**src/rtl/vm_coin_front.sv**
```systemverilog
// vm_coin_front
//   Coin front-end for the vending machine FSM. Synchronises the raw Rs.5 / Rs.10
//   sensors, turns each coin into a single event, queues events in a small FIFO and
//   replays them one per slot on in_mny. Also keeps a saturating credit total and
//   pulses coin_reject for coins that cannot be queued.
//
//   Optional build macro COIN_DEBOUNCE_EN: a synced sensor must read high for
//   DEB_CYCLES consecutive cycles before its event fires.
//
// Ports
//   clk         rising-edge clock
//   rst         asynchronous active-low reset
//   coin5_raw   Rs.5 sensor (asynchronous, high while coin present)
//   coin10_raw  Rs.10 sensor (asynchronous, high while coin present)
//   txn_clr     sync pulse: flush FIFO, zero credit, return FSM to idle
//   in_mny      00 none, 01 Rs.5, 10 Rs.10 (registered)
//   coin_reject 1-cycle pulse when a detected coin is not accepted
//   credit      Rs accepted since reset / txn_clr, saturating
//   fifo_cnt    occupied FIFO entries
//   busy        FIFO non-empty or FSM not idle
module vm_coin_front #(
  parameter int unsigned DEPTH      = 4,
  parameter int unsigned GAP_CYCLES = 1,
  parameter int unsigned CREDIT_W   = 6,
  parameter int unsigned DEB_CYCLES = 3
) (
  input  logic                    clk,
  input  logic                    rst,
  input  logic                    coin5_raw,
  input  logic                    coin10_raw,
  input  logic                    txn_clr,
  output logic [1:0]              in_mny,
  output logic                    coin_reject,
  output logic [CREDIT_W-1:0]     credit,
  output logic [$clog2(DEPTH):0]  fifo_cnt,
  output logic                    busy
);

  localparam int unsigned PW = $clog2(DEPTH);
  localparam int unsigned GW = $clog2(GAP_CYCLES + 1);
  localparam logic [1:0] CODE5  = 2'b01;
  localparam logic [1:0] CODE10 = 2'b10;
  localparam logic [CREDIT_W+4:0] CMAX = {5'b0, {CREDIT_W{1'b1}}};

  if (DEPTH < 2 || (DEPTH & (DEPTH - 1)) != 0 || GAP_CYCLES < 1 || DEB_CYCLES < 1)
  begin : g_bad_param
    $error("vm_coin_front: illegal parameter value");
  end

  typedef enum logic [1:0] {ST_IDLE, ST_DRIVE, ST_GAP} state_t;

  // ---------------- input path ----------------
  logic [1:0] sync5, sync10;
  logic       ev5, ev10;

  always_ff @(posedge clk or negedge rst) begin
    if (!rst) begin
      sync5  <= '0;
      sync10 <= '0;
    end else begin
      sync5  <= {sync5[0], coin5_raw};
      sync10 <= {sync10[0], coin10_raw};
    end
  end

`ifdef COIN_DEBOUNCE_EN
  localparam int unsigned DW = $clog2(DEB_CYCLES + 1);
  logic [DW-1:0] deb5, deb10;

  // Counter saturates at DEB_CYCLES so a held sensor fires exactly once.
  always_ff @(posedge clk or negedge rst) begin
    if (!rst) begin
      deb5  <= '0;
      deb10 <= '0;
    end else begin
      if (!sync5[1])                    deb5 <= '0;
      else if (deb5 != DW'(DEB_CYCLES)) deb5 <= deb5 + DW'(1);
      if (!sync10[1])                    deb10 <= '0;
      else if (deb10 != DW'(DEB_CYCLES)) deb10 <= deb10 + DW'(1);
    end
  end

  assign ev5  = sync5[1]  && (deb5  == DW'(DEB_CYCLES - 1));
  assign ev10 = sync10[1] && (deb10 == DW'(DEB_CYCLES - 1));
`else
  logic dly5, dly10;

  always_ff @(posedge clk or negedge rst) begin
    if (!rst) begin
      dly5  <= 1'b0;
      dly10 <= 1'b0;
    end else begin
      dly5  <= sync5[1];
      dly10 <= sync10[1];
    end
  end

  assign ev5  = sync5[1]  & ~dly5;
  assign ev10 = sync10[1] & ~dly10;
`endif

  // ---------------- FIFO and acceptance ----------------
  logic [1:0]    mem [DEPTH];
  logic [PW-1:0] wr_ptr, rd_ptr;
  logic [PW:0]   free, n_push;
  logic          acc5, acc10, pop;

  // Free space is taken before any pop this cycle: a pop does not make room
  // for a same-cycle push.
  assign free   = (PW+1)'(DEPTH) - fifo_cnt;
  assign acc10  = ev10 && !txn_clr && (free != '0);
  assign acc5   = ev5  && !txn_clr && (acc10 ? (free >= (PW+1)'(2)) : (free != '0));
  assign n_push = (PW+1)'(acc10) + (PW+1)'(acc5);

  // Rs.10 occupies the older slot when both coins arrive together.
  always_ff @(posedge clk) begin
    if (acc10) mem[wr_ptr] <= CODE10;
    if (acc5)  mem[acc10 ? wr_ptr + PW'(1) : wr_ptr] <= CODE5;
  end

  always_ff @(posedge clk or negedge rst) begin
    if (!rst) begin
      wr_ptr   <= '0;
      rd_ptr   <= '0;
      fifo_cnt <= '0;
    end else if (txn_clr) begin
      wr_ptr   <= '0;
      rd_ptr   <= '0;
      fifo_cnt <= '0;
    end else begin
      wr_ptr   <= wr_ptr + n_push[PW-1:0];
      rd_ptr   <= rd_ptr + PW'(pop);
      fifo_cnt <= fifo_cnt + n_push - (PW+1)'(pop);
    end
  end

  // ---------------- credit and reject ----------------
  logic [4:0]          add;
  logic [CREDIT_W+4:0] credit_sum;

  assign add        = (acc10 ? 5'd10 : 5'd0) + (acc5 ? 5'd5 : 5'd0);
  assign credit_sum = {5'b0, credit} + {{CREDIT_W{1'b0}}, add};

  always_ff @(posedge clk or negedge rst) begin
    if (!rst) begin
      credit      <= '0;
      coin_reject <= 1'b0;
    end else begin
      coin_reject <= (ev5 & ~acc5) | (ev10 & ~acc10);
      if (txn_clr)               credit <= '0;
      else if (credit_sum > CMAX) credit <= '1;
      else                       credit <= credit_sum[CREDIT_W-1:0];
    end
  end

  // ---------------- replay FSM ----------------
  state_t        state, state_nxt;
  logic [GW-1:0] gap_cnt, gap_nxt;
  logic [1:0]    in_mny_nxt;

  always_ff @(posedge clk or negedge rst) begin
    if (!rst) begin
      state   <= ST_IDLE;
      gap_cnt <= '0;
      in_mny  <= 2'b00;
    end else begin
      state   <= state_nxt;
      gap_cnt <= gap_nxt;
      in_mny  <= in_mny_nxt;
    end
  end

  always_comb begin
    state_nxt  = state;
    gap_nxt    = gap_cnt;
    in_mny_nxt = 2'b00;
    pop        = 1'b0;
    if (txn_clr) begin
      state_nxt = ST_IDLE;
      gap_nxt   = '0;
    end else begin
      case (state)
        ST_IDLE: begin
          if (fifo_cnt != '0) begin
            pop        = 1'b1;
            in_mny_nxt = mem[rd_ptr];
            state_nxt  = ST_DRIVE;
          end
        end
        ST_DRIVE: begin
          state_nxt = ST_GAP;
          gap_nxt   = GW'(GAP_CYCLES - 1);
        end
        ST_GAP: begin
          if (gap_cnt == '0) state_nxt = ST_IDLE;
          else               gap_nxt   = gap_cnt - GW'(1);
        end
        default: state_nxt = ST_IDLE;
      endcase
    end
  end

  assign busy = (fifo_cnt != '0) || (state != ST_IDLE);

endmodule
```
**config.mk**
```make
export PLATFORM = sky130hd
export DESIGN_NAME = vm_coin_front
export DESIGN_NICKNAME = d
export VERILOG_FILES = /design/src/rtl/vm_coin_front.sv
export SDC_FILE = /design/constraint.sdc
export NUM_CORES = 1
export LEC_CHECK = 0
export ABC_AREA = 1
export ABC_CLOCK_PERIOD_IN_PS = 3550
export BUFFER_PORTS_ARGS = -buffer_cell sky130_fd_sc_hd__buf_2
export CORE_AREA = 2 2 69 71
export CTS_CLUSTER_DIAMETER = 120
export DETAILED_ROUTE_END_ITERATION = 10
export DIE_AREA = 0 0 71 73
export GPL_TIMING_DRIVEN = 0
export HOLD_SLACK_MARGIN = 0.15
export PLACE_DENSITY_LB_ADDON = 0.1
export SYNTH_ARGS = -nofsm -noshare
export SYNTH_HDL_FRONTEND = slang
export SYNTH_SLANG_ARGS = --single-unit
```
**constraint.sdc**
```tcl
create_clock -name clk -period 3.55 [get_ports clk]
set_input_delay 0.1775 -clock clk [delete_from_list [all_inputs] [get_ports clk]]
set_output_delay 0.1775 -clock clk [all_outputs]
set_load 0.005 [all_outputs]
```
==> results.cfg, run 1 <==
[status]
status = complete, no violations

[detailed_routing]
avgRoutedWirePerCell_um = 10.53
finalWirelength_um = 3063
via_per_inst = 4.402
via_count = 1281
top_layer = met4
wl_met1_um = 1536
met2WireLength_um = 1336
drc = 0
drt_iter0_markers = 49
wl_met3_um = 120
drtAntennaViolNets = 0
first_pass_iters = 4

[timing]
relSlewSlack_pct = 63.36
min_period_over_period_pct = 81.11
rsz0062_at_grt = false
setup_tns_ns = 0
hold_slack_ns = 0.3286
fin_crit_ns = 2.879
setup_viol = 0
clock.fmax_mhz = 347.3
skew_ns = 0.005878
hold_violations = 0
maxSlewViolCount = 0
tightest_slew_ns = 0.5497

[hold_path]
min_path_cells = 5
hold_path_class = input port to flop

[global_route]
grt_pass1_vias = 1281
grt-ovfl-total = 0
grt_usage_pct = 14.31
grt_pass1_wl_um = 5630
antenna_found_initial = 0
grt_max_degree = 25

[placement]
place_area_um2 = 1872
io_buffers = 17
routabilityCongestion = 0.7805
dpl.hpwl_um = 2310

[cells_and_area]
design_area_um2 = 2028
diodes = 0
seqCellArea_um2 = 760.7
final_nets = 261
syn2layout_area_growth_pct = 17.98
drive_above_1_share_pct = 13.08
fillers = 456
final_core_util_pct = 44.72
multi_input_area_um2 = 783.3

[setup_path]
crit_path_frequent_cell = ha_1
cp.arrival_ns = 3.04
cpPeakStageDelay_ns = 0.38
worst-path-buf-inv = 4
cp-start-kind = flop
path_delay_family = adder cells
rr_worst_depth = 14
path_class = flop to flop
crit_required_ns = 3.71
critPathMaxFanout = 10
cpMaxStageDelayCell = fa_1
crit_chain = inv_1 -> ha_1 -> ha_1 -> nand3_1 -> nand3_2 -> inv_1 -> ha_1 -> inv_1 -> ha_1 -> inv_1 -> ha_1 -> fa_1 -> o21ai_0 -> a21oi_1
end_kind = flop
path_depth = 14

[synth]
syn_avg_cell_area_um2 = 8.226
synth_commonest_cells = 44 x inv_1, 42 x nand2_1, 24 x dfrtp_1, 23 x nor2_1, 18 x ha_1
async_reset_ff_share_pct = 75.00
yosysTopAreaCellShare_pct = 34.93
synth_top_family_by_area = simple AND/OR/NAND/NOR gates
synth_area_um2 = 1719
synth.area.top_cells = dfrtp_1 35%, ha_1 13%, inv_1 9.6%
synth-seq-cells = 32
ys_seq_area_share_pct = 44.25
synthDistinctLibCells = 22
yosysWarnings = 0
synthSimpleGateAreaFrac_pct = 21.40
synth_nets = 234
synth_edf_count = 0
synth_cells = 209
netlist.top_cell.by_area = dfrtp_1
synth_top_flop_cell = dfrtp_1
synthAdderAreaFrac_pct = 15.43
muxShareOfSynthArea_pct = 0
synth_most_common_cell = inv_1
synth_xor_area_share_pct = 2.038
synth_compound_area_share_pct = 6.696

[floorplanning]
coreArea_um2 = 4536
die_x_um = 71
rows = 25
die_area_um2 = 5183
io_pins = 18
die-height_um = 73
initial_core_util_pct = 37.90

[power_and_ir_drop]
report.power.total_mw = 1.307
leakagePower_nw = 1.160
powerDensity_nw_per_um2 = 644.5
ir_drop_mv = 0.3474

[cts]
clockBufferDepth = 2
cts_root_buf = clkbuf_8
htreeDepth = 2
cts_setup_buffers = 0
cts_buffers = 5
clkLatencyLatePin_ns = 0.29
clkTransAtPathRegs_ns = 0.06
cts_tree = built
clock_sinks = 32

[run]
drv_cap = 0
kinds of logic after synthesis:
logic type	after synthesis
and+or+nand+nor	84
buffers and inverters	46
DFF	32
AOI/OAI and AO/OA	23
adders and majority gates	20
xor gates and xnor gates	4
power breakdown:
part / internal (mW) / switching [mW] / leakage [nW]
logic: 0.177 / 0.243 / 0.716
clock network: 0.247 / 0.132 / 0.0645
registers: 0.452 / 0.0565 / 0.379
total: 0.876 / 0.431 / 1.16
cells in the final DEF, fill, tap and decap left out:
master / count
inv_1: 44
nand2_1: 42
dfrtp_1: 24
nor2_1: 23
buf_2: 18
ha_1: 18
o21ai_0: 14
a21oi_1: 9
nand3_1: 8
dfxtp_1: 8
clkbuf_8: 7
nand4_1: 3
xor2_1: 3
dlygate4sd3_1: 3
nor2_4: 2
fa_1: 2
nand3_2: 1
nand3b_1: 1
nand2_2: 1
clkinv_2: 1
nor3_1: 1
xnor2_1: 1
and2_1: 1
nor3b_1: 1
bufinv_16: 1
tightest hold or removal path, stage by stage:
cell	delay (ns)
buf_2	0.11
nor2_4	0.06
nor3_1	0.13
a21oi_1	0.06
inv_1	0.05
cell type report:
cell class                      instances  share of cell area [%]
Buffer                                  1                  0.2468
Multi-Input combinational cell        131                   38.62
Sequential cell                        32                   37.51
Clock inverter                          1                   1.481
Clock buffer                            7                   4.750
Tap cell                               54                   3.331
Inverter                               45                   8.390
Timing Repair Buffer                   20                   5.675
sequential cells by signal (all words and copies together), names as in the netlist:
| signal | cells |
|---|---|
| wr_ptr | 2 |
| fifo_cnt | 3 |
| sync10 | 2 |
| credit | 6 |
| coin_reject | 1 |
| dly10 | 1 |
| dly5 | 1 |
| sync5 | 2 |
| rd_ptr | 2 |
| mem | 8 |
| state | 2 |
| in_mny | 2 |
per-stage QoR:
stage,setup slack (ns),instances
after floorplan,0.8849,209
after global placement,0.6436,280
after detailed placement,0.6521,280
after CTS,0.6187,291
after global routing,0.4287,291
final,0.6707,291
path summary, 6_finish.rpt:
path                              from          end  slack, ns
max                        fifo_cnt[0]  fifo_cnt[2]       0.67
min                            txn_clr  coin_reject       0.33
max reg2reg                fifo_cnt[0]  fifo_cnt[2]       0.67
min reg2reg                   sync5[0]     sync5[1]       0.35
max in group asynchronous          rst  fifo_cnt[1]       2.77
min in group asynchronous          rst    credit[5]       0.41
what timing repair did:
item	4_1_cts	5_1_grt
hold buffers	3	0
hold endpoints to repair	26	0
gates resized for setup	0	0
routing by layer:
layer / vias to the layer above / GRT usage [%]
li1: 690 / -
met1: 563 / 18.64
met3: 7 / 3.315
met4: 0 / 7.547
met2: 21 / 22.22
met5: - / 0
Note: power is estimated with default switching activity, not from simulation.
==> run 2: changes to the inputs <==
Settings changed: ABC_CLOCK_PERIOD_IN_PS 3550 to 2600.
Clock period 3.55 ns to 2.6 ns, I/O delays scaled along.
==> results.cfg, run 2 (synthesis results as in run 1) <==
[status]
status = complete, no violations

[cells_and_area]
diodes = 0
syn2layout_area_growth_pct = 27.95
fin_cells = 300
final_common_cell = nand2_1
largest_reg_flops = 8
final_core_util_pct = 48.50
design_area_um2 = 2200
top_register = mem
final_nets = 270
drive_above_1_share_pct = 22.76
mostFrequentLayoutCells = 42 x nand2_1, 38 x inv_1, 24 x dfrtp_1
top_regs = mem (8), credit (6), fifo_cnt (3)

[power_and_ir_drop]
report.power.total_mw = 2.021
leakagePower_nw = 1.202
ir_drop_mv = 0.6005
powerDensity_nw_per_um2 = 918.7

[setup_path]
rr_endpoint = fifo_cnt[1]
path_class = flop to flop
rr_worst_depth = 14
crit_chain = inv_2 -> ha_4 -> ha_4 -> nand3_4 -> nand3_4 -> inv_4 -> ha_4 -> inv_2 -> ha_4 -> inv_2 -> ha_4 -> fa_2 -> inv_2 -> nor2_1
end_kind = flop
cp.arrival_ns = 2.75
cpMaxStageDelayCell = fa_2
crit_path_frequent_cell = ha_4
worst-path-buf-inv = 5
path_delay_family = adder cells
cpPeakStageDelay_ns = 0.54
cp-start-kind = flop
r2r_slack_ns = 0.07
critPathMaxFanout = 2
crit_required_ns = 2.82
rr_startpoint = fifo_cnt[0]

[detailed_routing]
via_count = 1353
avgRoutedWirePerCell_um = 11.15
finalWirelength_um = 3345
drtAntennaViolNets = 0
drt_iter0_markers = 36
via_per_inst = 4.510
drc = 0
first_pass_iters = 6

[cts]
cts_root_buf = clkbuf_8
htreeDepth = 2
cts_buffers = 5
clkTransAtPathRegs_ns = 0.07
clock_sinks = 32
cts_tree = built
clkLatencyLatePin_ns = 0.29
clockBufferDepth = 2

[timing]
maxSlewViolCount = 0
fin_crit_ns = 2.530
min_period_over_period_pct = 97.29
hold_slack_ns = 0.2994
hold_violations = 0
setup_ws_ns = 0.07043
setup_tns_ns = 0
tightest_slew_ns = 0.5465
setup_viol = 0
clock.fmax_mhz = 395.3
skew_ns = 0.001724
relSlewSlack_pct = 63.57

[global_route]
grt_pass1_wl_um = 6023
grt_usage_pct = 15.26
grt_max_degree = 25
grt_pass1_vias = 1310
antenna_found_initial = 0
grt-ovfl-total = 0

[hold_path]
min_path_cells = 3
hold_end = credit[4]
hp-start = txn_clr
hold_path_class = input port to flop

[placement]
post-place-ws_ns = -0.2400
dpl.hpwl_um = 2336
routabilityCongestion = 0.8095
dp.cells = 280
io_buffers = 17
place_area_um2 = 1872

[run]
drv_cap = 0

[floorplanning]
die_area_um2 = 5183
initial_core_util_pct = 37.90
io_pins = 18
die-height_um = 73
rows = 25
coreArea_um2 = 4536
die_x_um = 71
==> run 2: timing repair <==
action / CTS / global route
pin swaps: 4 / 9
endpoints found under the setup margin: 2 / 2
hold endpoints to repair: 26 / 0
buffers inserted: 4 / 5
hold buffers: 3 / 0
resized for setup: 12 / 10
==> run 2: worst max path at each step <==
stage | end | start | slack (ns) | depth (start not counted)
finish | fifo_cnt[1] | fifo_cnt[0] | 0.07 | 14
global route | fifo_cnt[1] | fifo_cnt[0] | -0.002 | 14
CTS | fifo_cnt[1] | fifo_cnt[0] | 0.01 | 14
detailed placement | fifo_cnt[2] | fifo_cnt[0] | -0.24 | 14
global placement | fifo_cnt[2] | fifo_cnt[0] | -0.23 | 14
floorplan | fifo_cnt[2] | fifo_cnt[0] | -0.02 | 14
==> run 2: area by class of cell <==
class / count / area, um^2
Fill cell: 440 / 2336
Multi-Input combinational cell: 131 / 880.8
Sequential cell: 32 / 760.7
Timing Repair Buffer: 29 / 182.7
Inverter: 45 / 176.4
Clock buffer: 7 / 96.34
Tap cell: 54 / 67.56
Clock inverter: 1 / 30.03
Buffer: 1 / 5.005
==> run 2: routing by layer <==
layer | up-vias | wire (um) | global-route usage [%]
met3 | 4 | 123 | 5.387
met4 | 0 | 51 | 5.660
li1 | 710 | - | -
met5 | - | 0 | 0
met1 | 622 | 1594 | 19.36
met2 | 17 | 1576 | 24.09
==> run 2: power by group <==
| part | internal (mW) | switching [mW] |
|---|---|---|
| sequential | 0.617 | 0.0754 |
| combinational | 0.378 | 0.425 |
| clock | 0.338 | 0.187 |
| total | 1.33 | 0.687 |
==> run 2: tightest hold or removal path, delay by kind of cell <==
kind | cells | cell delay [ns]
buffers and inverters | 2 | 0.35
AOI/OAI and AO/OA | 1 | 0.06
==> run 3: changes to the inputs <==
==> constraint.sdc (replaced) <==
create_clock -name clk -period 2.6 [get_ports clk]
set_input_delay 0.13 -clock clk [delete_from_list [all_inputs] [get_ports clk]]
set_output_delay 0.13 -clock clk [all_outputs]
set_load 0.05 [all_outputs]
==> results.cfg, run 3 (synthesis results as in run 1) <==
[status]
status = complete, no violations

[global_route]
grt_usage_pct = 14.61
grt-ovfl-total = 0
grt_pass1_vias = 1286
grt_max_degree = 25
antenna_found_initial = 0
grt_pass1_wl_um = 5844

[cells_and_area]
final_core_util_pct = 47.56
largest_reg_flops = 8
top_register = mem
drive_above_1_share_pct = 23.77
fillers = 453
top_regs = mem (8), credit (6), fifo_cnt (3)
final_common_cell = nand2_1
mostFrequentLayoutCells = 42 x nand2_1, 38 x inv_1, 21 x nor2_1, 21 x dfrtp_1, 18 x buf_2
design_area_um2 = 2157
syn2layout_area_growth_pct = 25.47
fin_cells = 298
final_nets = 268
diodes = 0

[floorplanning]
initial_core_util_pct = 37.90
coreArea_um2 = 4536
die_x_um = 71
io_pins = 18
rows = 25
die-height_um = 73
die_area_um2 = 5183

[setup_path]
end_kind = flop
rr_startpoint = fifo_cnt[1]
cp-start-kind = flop
cp.arrival_ns = 2.72
cp-startpoint = fifo_cnt[1]
critPathMaxFanout = 2
crit_required_ns = 2.80
path_class = flop to flop

[timing]
hold_slack_ns = 0.2785
skew_ns = 0.006894
relSlewSlack_pct = 64.38
setup_viol = 0
rsz0062_at_grt = true
min_period_over_period_pct = 96.83
clock.fmax_mhz = 397.2
fin_crit_ns = 2.517
tightest_slew_ns = 0.5343
hold_violations = 0
maxSlewViolCount = 0

[placement]
io_buffers = 17
place_area_um2 = 1946
routabilityCongestion = 0.7970
dpl.hpwl_um = 2359
dp.cells = 280

[cts]
clkLatencyLatePin_ns = 0.28
cts_root_buf = clkbuf_8
cts_buffers = 5
clkTransAtPathRegs_ns = 0.06
clockBufferDepth = 2
clock_sinks = 32
htreeDepth = 2
cts_tree = built

[detailed_routing]
via_count = 1314
finalWirelength_um = 3246
first_pass_iters = 6
avgRoutedWirePerCell_um = 10.89
drc = 0
drt_iter0_markers = 49
via_per_inst = 4.409
drtAntennaViolNets = 0

[run]
drv_cap = 0

[power_and_ir_drop]
report.power.total_mw = 2.086
powerDensity_nw_per_um2 = 967.1
ir_drop_mv = 0.4458
leakagePower_nw = 1.175

[hold_path]
hold_path_class = input port to flop
hp-start = txn_clr
-- run 3: cell count changes in the layout (fill, tap and decap cells not counted) --
cell       delta
nor2_1        -1
bufinv_16     -1
nor2_2        +1
clkbuf_8      -1
clkinv_2      +2
dfrtp_2       +3
dfrtp_1       -3
buf_4         -2
-- run 3: cell type report --
class / instances / area, um^2 / share of cell area [%]
Sequential cell: 32 / 764.5 / 35.44
Multi-Input combinational cell: 131 / 883.3 / 40.95
Buffer: 1 / 5.005 / 0.2320
Timing Repair Buffer: 27 / 167.7 / 7.773
Clock inverter: 2 / 10.01 / 0.4640
Inverter: 45 / 176.4 / 8.179
Tap cell: 54 / 67.56 / 3.132
Clock buffer: 6 / 82.58 / 3.828
-- run 3: path summary, 6_finish.rpt --
path | slack [ns] | end | depth (start not counted)
min in group asynchronous | 0.37 | dly5 | 2
worst max register to register | 0.08 | fifo_cnt[1] | 14
worst max-delay path | 0.08 | fifo_cnt[1] | 14
worst min-delay path | 0.28 | fifo_cnt[1] | 3
worst min register to register | 0.36 | sync10[1] | 0
max in group asynchronous | 1.85 | fifo_cnt[2] | 2
-- run 3: power breakdown --
group          internal, mW  switching [mW]  leakage [nW]
clock                 0.211           0.181        0.0510
sequential            0.621          0.0811         0.375
combinational         0.365           0.627         0.749
total                  1.20           0.889          1.18
-- run 3: metal layers --
metal  share of wire, %  up-vias  global-route usage, %
met2                 47       22                  23.88
met4                1.7        0                  5.451
li1                   -      711                      -
met3                3.6        4                  3.729
met5                  0        -                      0
met1                 48      577                  18.75
-- run 3: timing repair --
item,in CTS,in global routing
pin swaps,0,4
hold buffers,3,0
endpoints found under the setup margin,2,2
endpoints found under the hold margin,26,0
gates resized for setup,2,7
buffers inserted,3,4
-- run 3: worst max-delay path: stages, from the launching register on --
cell and delay, ns:
dfrtp_2 0.40, buf_4 0.14, ha_2 0.16, nor2_2 0.15, nand3_4 0.09, nand3_4 0.09
inv_4 0.04, ha_4 0.26, inv_2 0.04, ha_4 0.25, inv_2 0.03, ha_4 0.14
fa_2 0.52, inv_2 0.04, nor2_2 0.08
-- run 3: stage by stage --
stage	TNS, ns	worst slack, ns
6_report	0	0.08251
3_3_place_gp	-0.2127	-0.1245
4_1_cts	0	0.01406
3_5_place_dp	-0.1980	-0.1211
2_1_floorplan	-0.1008	-0.07686
5_1_grt	-0.06673	-0.04682
